## config.mk

```make
export PLATFORM = sky130hd
export DESIGN_NAME = v_seq_ctrl
export DESIGN_NICKNAME = d
export VERILOG_FILES = /design/src/rtl/v_pkg.sv /design/src/rtl/v_seq_wdog.sv /design/src/rtl/v_seq_ctrl.sv
export SDC_FILE = /design/constraint.sdc
export NUM_CORES = 1
export LEC_CHECK = 0
export CAP_MARGIN = 25
export CELL_PAD_IN_SITES_DETAIL_PLACEMENT = 1
export CELL_PAD_IN_SITES_GLOBAL_PLACEMENT = 1
export CORE_AREA = 2 2 54 56
export DETAILED_ROUTE_END_ITERATION = 10
export DIE_AREA = 0 0 56 58
export MAX_ROUTING_LAYER = met4
export PLACE_DENSITY_LB_ADDON = 0.1
export SLEW_MARGIN = 10
export SYNTH_ARGS = -nofsm -noshare
export SYNTH_HDL_FRONTEND = slang
export SYNTH_HIERARCHICAL = 1
export SYNTH_SLANG_ARGS = --single-unit
```

## constraint.sdc

```tcl
create_clock -name clk -period 2.65 [get_ports clk]
set_input_delay 0.3975 -clock clk [delete_from_list [all_inputs] [get_ports clk]]
set_output_delay 0.3975 -clock clk [all_outputs]
set_load 0.1 [all_outputs]
```

## src/rtl/v_pkg.sv

```systemverilog
// Shared definitions for the vector sequencer: unit select encoding, FSM states,
// functional-unit count and the one-hot unit decode.
package v_pkg;

    localparam int FU_NUM = 5;

    typedef enum logic [2:0] {
        FU_ALU  = 3'd0,
        FU_MUL  = 3'd1,
        FU_SLDU = 3'd2,
        FU_RED  = 3'd3,
        FU_LSU  = 3'd4,
        FU_CFG  = 3'd5
    } fu_sel_e;

    typedef enum logic [1:0] {
        S_IDLE,
        S_ISSUE,
        S_WAIT,
        S_WB
    } seq_state_e;

    function automatic logic [FU_NUM-1:0] fu_onehot(input logic [2:0] sel);
        return FU_NUM'(1) << sel;
    endfunction

endpackage

```

## src/rtl/v_seq_wdog.sv

```systemverilog
// Watchdog down-counter for the WAIT state: reloaded on load, counts while run,
// flags expired on the cycle the count sits at zero.
module v_seq_wdog #(
    parameter int TIMEOUT_CYC = 255
) (
    input  logic clk,
    input  logic rst,
    input  logic run,
    input  logic load,
    output logic expired
);

    localparam logic [15:0] LOAD_VAL = 16'(TIMEOUT_CYC - 1);

    logic [15:0] cnt;

    always_ff @(posedge clk) begin
        if (rst) begin
            cnt <= '0;
        end else if (load) begin
            cnt <= LOAD_VAL;
        end else if (run && (cnt != '0)) begin
            cnt <= cnt - 16'd1;
        end
    end

    // Loaded with N-1 so the Nth WAIT cycle is the one that sees zero.
    assign expired = run && (cnt == '0);

endmodule

```

## src/rtl/v_seq_ctrl.sv

```systemverilog
// Vector instruction sequencer: issues to one functional unit, waits for its done,
// then strobes writeback. Optional WAIT watchdog under macro V_SEQ_TIMEOUT_EN.
//
// state   | meaning
// S_IDLE  | ready, accepting an instruction
// S_ISSUE | one-cycle start pulse to the latched unit
// S_WAIT  | waiting for the latched unit's done
// S_WB    | one-cycle writeback / config strobe
module v_seq_ctrl
    import v_pkg::*;
#(
    parameter int TIMEOUT_CYC = 255
) (
    input  logic              clk,
    input  logic              rst,
    input  logic              instr_valid,
    output logic              instr_ready,
    input  logic [2:0]        fu_sel,
    input  logic              v_wr_req,
    input  logic              x_wr_req,
    input  logic [4:0]        vd_in,
    input  logic [FU_NUM-1:0] fu_done,
    output logic [FU_NUM-1:0] fu_start,
    output logic              v_wb_en,
    output logic              x_wb_en,
    output logic              cfg_wr_en,
    output logic [4:0]        vd_out,
    output logic              busy,
    output logic              ill_instr,
    output logic              err_timeout,
    input  logic              err_clr
);

    seq_state_e state, state_nxt;
    logic [2:0] fu_q;
    logic       v_q;
    logic       x_q;
    logic [4:0] vd_q;
    logic       ill_q;
    logic       accept;
    logic       done_sel;
    logic       expired;
    logic       tmo_hit;

    assign accept   = instr_valid && (state == S_IDLE);
    assign done_sel = |(fu_done & fu_onehot(fu_q));

    always_ff @(posedge clk) begin
        if (rst) begin
            state <= S_IDLE;
            fu_q  <= '0;
            v_q   <= 1'b0;
            x_q   <= 1'b0;
            vd_q  <= '0;
            ill_q <= 1'b0;
        end else begin
            state <= state_nxt;
            ill_q <= accept && (fu_sel > FU_CFG);
            if (accept) begin
                fu_q <= fu_sel;
                v_q  <= v_wr_req;
                x_q  <= x_wr_req;
                vd_q <= vd_in;
            end
        end
    end

    always_comb begin
        state_nxt = state;
        fu_start  = '0;
        v_wb_en   = 1'b0;
        x_wb_en   = 1'b0;
        cfg_wr_en = 1'b0;
        tmo_hit   = 1'b0;
        case (state)
            S_IDLE: begin
                if (accept) begin
                    if (fu_sel == FU_CFG) begin
                        state_nxt = S_WB;
                    end else if (fu_sel < FU_CFG) begin
                        state_nxt = S_ISSUE;
                    end
                end
            end
            S_ISSUE: begin
                fu_start  = fu_onehot(fu_q);
                state_nxt = done_sel ? S_WB : S_WAIT;
            end
            S_WAIT: begin
                // A done arriving on the expiry cycle still completes normally.
                if (done_sel) begin
                    state_nxt = S_WB;
                end else if (expired) begin
                    tmo_hit   = 1'b1;
                    state_nxt = S_IDLE;
                end
            end
            S_WB: begin
                cfg_wr_en = (fu_q == FU_CFG);
                v_wb_en   = v_q && (fu_q != FU_CFG);
                x_wb_en   = x_q && (fu_q != FU_CFG);
                state_nxt = S_IDLE;
            end
            default: state_nxt = S_IDLE;
        endcase
    end

    assign instr_ready = (state == S_IDLE);
    assign busy        = (state != S_IDLE);
    assign vd_out      = vd_q;
    assign ill_instr   = ill_q;

`ifdef V_SEQ_TIMEOUT_EN
    logic wdog_run;
    logic wdog_load;
    logic err_q;

    assign wdog_run  = (state == S_WAIT);
    assign wdog_load = (state == S_ISSUE);

    v_seq_wdog #(
        .TIMEOUT_CYC(TIMEOUT_CYC)
    ) u_wdog (
        .clk     (clk),
        .rst     (rst),
        .run     (wdog_run),
        .load    (wdog_load),
        .expired (expired)
    );

    always_ff @(posedge clk) begin
        if (rst) begin
            err_q <= 1'b0;
        end else if (tmo_hit) begin
            err_q <= 1'b1;
        end else if (err_clr) begin
            err_q <= 1'b0;
        end
    end

    assign err_timeout = err_q;
`else
    logic unused_tmo;

    assign expired     = 1'b0;
    assign err_timeout = 1'b0;
    assign unused_tmo  = err_clr ^ tmo_hit ^ (^16'(TIMEOUT_CYC));
`endif

endmodule

```

======== Word-level counts from Yosys, hierarchy flattened ========
Cells that the tools add are included.
storage, ports and cells
  memories ................................ 0
  bits in registers ....................... 13
  RAM bits ................................ 0
  logic and storage cells ................. 37
  output and inout bits ................... 17
  latch bits .............................. 0
  memory bits (read-only) ................. 0
  input bits .............................. 19
operators by class
  shifts and indexed selects .............. 1
  add/sub/neg operators ................... 0
  $mul .................................... 0
  order comparisons ....................... 2
  reduce and logical (&&, ||, !) cells .... 8
  divide/modulo/power cells ............... 0
  bitwise gates (word level) .............. 1
  muxes and demuxes ....................... 10
  equality and inequality tests ........... 9
operators with widths
  operator                                             count
  2-to-1 mux 2 bit                                     4
  one-hot mux 2 bit (4 select lines)                   1
  equality test 3 bit, second input constant           2
  AND 5 bit                                            1
  2-to-1 mux 5 bit                                     1
  OR reduction 5 bit                                   1
  << shifter 1 x 3 -> 5 bit, first input constant      1
  equality test 2 bit, second input constant           2
  logical AND 1 bit                                    4
  2-to-1 mux 1 bit                                     4
  > comparator 3 bit, second input constant            1
  less-than comparator 3 bit, second input constant    1
  != test 3 x 1 -> 1 bit, second input constant        1
  != test 3 bit, second input constant                 1
  AND reduction 3 bit                                  1
  equality test 2 x 1 -> 1 bit, second input constant  1
  logical NOT 2 bit                                    1
  != test 2 x 1 -> 1 bit, second input constant        1
  != test 2 bit, second input constant                 1
  nonzero test 2 bit                                   1

======== Depth between registers and ports, before layout ========
  word-level depth ........................ 5
  gate-level depth with buffers ........... 6
  mapped depth without buffers ............ 6

======== Worst setup path before layout ========
OpenSTA, ideal clock, no wires.
  kind .................................... register -> output
  from .................................... register state[1]
  to ...................................... output port fu_start[4]
  path slack .............................. -0.640 ns
  data required time ...................... 2.253 ns
  stages on the path, launching flop included .. 5
  path buffers ............................ 0
  arrival time ............................ 2.892 ns
  path through ............................ dfxtp_1 > inv_1 > ha_1 > nand2b_1 > nor3b_1
between the ends
  cells in the longest elaborated chain, start to end .. 2
RTL lines
  element                       line              source
  start: declaration            v_seq_ctrl.sv:34  seq_state_e state, state_nxt;
  start signal: assignment      v_seq_ctrl.sv:57  state <= state_nxt;
  equality test 2 x 1 -> 1 bit  v_seq_ctrl.sv:75  case (state)
  2-to-1 mux 5 bit              v_seq_ctrl.sv:75
  end: declaration              v_seq_ctrl.sv:23  output logic [FU_NUM-1:0] fu_start,
Every way passes these cells.

======== Worst setup path after layout ========
Ends and elaborated chain as after synthesis.

==> results.yml <==
status:
  outcome: "finished, final reports clean"
timing:
  period_share: 0.752
  worstMarginPinSlew_ns: 0.603
  hold_violations: 0
  finalMaxSlewViolations: 0
  setup-tns-final_ns: 0
  finalCriticalPeriod_ns: 1.99
  clock.fmax_mhz: 502
  fin_hold_ws_ns: 0.460
  grt_setup_unrepaired: "no"
  skew_ns: 0.00185
  finalSetupViolations: 0
  relSlewSlack: 0.597
power:
  leakage_nw: 0.455
  powerDensity_nw_per_um2: 962
  total_power_mw: 1.04
  ir_worst_vdd_uv: 674
cells_and_area:
  final_nets: 153
  area_growth_pct: 47.9
  fin_cells: 159
  antennaDiodeCount: 0
  drive_above_1_share: 0.188
clock_tree:
  cts_setup_buffers: 0
  cts_made_buffers: 3
  tritoncts: "built"
  insertion_delay_ns: 0.27
  cts.clk_slew.worst_paths_ns: 0.08
  root_buffer: "clkbuf_4"
  cts_resized: 0
  clock_path_buffers: 2
  cts_hold_buf: 0
  cts.htree.levels: 1
  cts.sinks: 13
floorplan:
  io-pin-count: 36
  core-area_um2: 2660
  die_w_um: 56
  rows: 19
  die_area_um2: 3250
  start_util: 0.274
  die_height_um: 58
setup_path:
  reg2reg_slack_ns: 0.98
  worstPathMaxFanout: 4
  path_buf_inv: 2
  crit_chain: "inv_1, ha_1, nand2b_1, nor3b_2, buf_4"
  crit_type: "register to output pin"
  cpMaxStageDelayCell: "dfxtp_1"
  crit_path_max_incr_delay_ns: 0.35
  crit_arrival_ns: 1.60
  required_ns: 2.25
  cp_top_family: "buffers and inverters"
  end_kind: "output pin"
  start_kind: "register"
yosys:
  ys_types: 25
  synth_cells: 96
  ys_ff_latch: 13
  ys_warn_count: 6
  yosysSeqAreaShare: 0.357
  syn-cell-area_um2: 729
  syn_avg_cell_area_um2: 7.60
  synth_nets: 120
global_route:
  grt_usage: 0.130
  grt_pass1_wl_mm: 3.24
  grt-ovfl-total: 0
  antenna_found_initial: 0
  grt_pass1_vias: 714
  grt_start_max_net_pins: 17
placed_design:
  gp_congestion: 0.658
  hpwl_mm: 1.53
  placed_cells: 155
  portBuffers: 33
route:
  ant_nets: 0
  vias: 750
  first_pass_iters: 3
  route.detailed.drc: 0
  wl_mm: 2.01
  viasPerCell: 4.72
  drt_iter0_markers: 9
  routedWlPerCell_um: 12.6
flow_run:
  maxCapViolCount: 0
hold_path:
  hold_path.class: "register to register"
==> logic make-up (layout without fill, tap and decap cells) <==
| family | Yosys count | count (layout) | share of synthesized area |
|---|---|---|---|
| AOI/OAI and AO/OA | 18 | 18 | 0.153 |
| adders and majority gates | 5 | 5 | 0.0858 |
| buffers and inverters | 10 | 42 | 0.0583 |
| DFF | 13 | 13 | 0.357 |
| muxes | 3 | 3 | 0.0446 |
| other | 1 | 1 | 0.00514 |
| and+or+nand+nor | 46 | 46 | 0.297 |
==> report_power, final <==
| part | leakage, nW | total (mW) | switching, mW | internal, mW |
|---|---|---|---|---|
| logic | 0.333 | 0.648 | 0.485 | 0.162 |
| clock network | 0.0150 | 0.125 | 0.0667 | 0.0583 |
| registers | 0.107 | 0.265 | 0.0338 | 0.231 |
| total | 0.455 | 1.04 | 0.586 | 0.452 |
==> synth_stat cells, drive strengths merged <==
library cell,number,area (µm²)
a21oi,14,70.1
nor3,3,15.0
o21a,1,7.51
nand3,1,5.00
nand2,25,93.8
conb,1,3.75
dfxtp,13,260
clkbuf,3,11.3
nor2b,1,6.26
buf,2,12.5
nand4b,1,8.76
mux2i,1,10.0
ha,5,62.6
a2111oi,2,17.5
and3,3,18.8
nand2b,3,18.8
inv,5,18.8
or2,1,6.26
and2,1,6.26
nand4bb,1,11.3
a32oi,1,16.3
nor3b,1,7.51
nor2,5,18.8
mux2,2,22.5
==> layout make-up <==
cell class	count	area [µm²]
inverters	5	18.8
well taps	31	38.8
clock buffers	4	26.3
repair buffers	33	290
flip-flops and latches	13	260
fillers	341	1580
multi-input cells	73	444
==> path summary, 6_finish.rpt <==
kind / start / endpoint / depth (start not counted)
worst max-delay path: state[1]$_SDFFE_PP0P_ / fu_start[4] / 5
worst min-delay path: v_q$_SDFFE_PP0P_ / v_q$_SDFFE_PP0P_ / 2
worst max register to register: fu_q[1]$_SDFFE_PP0P_ / state[1]$_SDFFE_PP0P_ / 4
worst min register to register: v_q$_SDFFE_PP0P_ / v_q$_SDFFE_PP0P_ / 2
==> placed cells by master (no fill, tap or decap) <==
cell and instances:
nand3_1 1, clkdlybuf4s50_1 17, a21oi_1 14, nor3_1 1
o21a_1 1, inv_1 5, dfxtp_1 13, ha_1 4
nor3b_2 1, buf_4 16, ha_2 1, or2_0 1
conb_1 1, and2_1 1, a32oi_2 1, and3_1 3
nor2_1 5, nor3_2 2, a2111oi_0 2, nand4bb_1 1
mux2_1 2, clkbuf_4 3, mux2i_1 1, clkbuf_1 1
nand2b_1 3, nor2b_1 1, nand2_1 25, nand4b_1 1
==> worst register-to-register path, cell delays in order, from the launching register on <==
cell and delay (ns):
dfxtp_1 0.48, mux2_1 0.37, a32oi_2 0.28, a21oi_1 0.12
mux2_1 0.32
==> registers in the layout, indices dropped and copies added, names as in the netlist <==
register   flops
vd_out         5
v_q            1
fu_q           3
ill_instr      1
state          2
x_q            1
==> layer usage <==
layer  GRT usage  vias up  wire, µm
li1            -      382         -
met1       0.160      341       938
met2       0.207       25       926
met3      0.0290        2       123
met4      0.0510        0        16
met5           -        -         0
==> per-stage QoR <==
| stage | worst slack [ns] | instance area [µm²] | util |
|---|---|---|---|
| 6_report | 0.657 | 1080 | 0.405 |
| 5_1_grt | 0.528 | 1080 | 0.405 |
| 4_1_cts | 0.646 | 1080 | 0.405 |
| 3_5_place_dp | 0.730 | 1050 | 0.395 |
| 3_3_place_gp | 0.740 | 1050 | 0.395 |
| 2_1_floorplan | 0.270 | 747 | - |
Power figures use the tool's default switching activity.
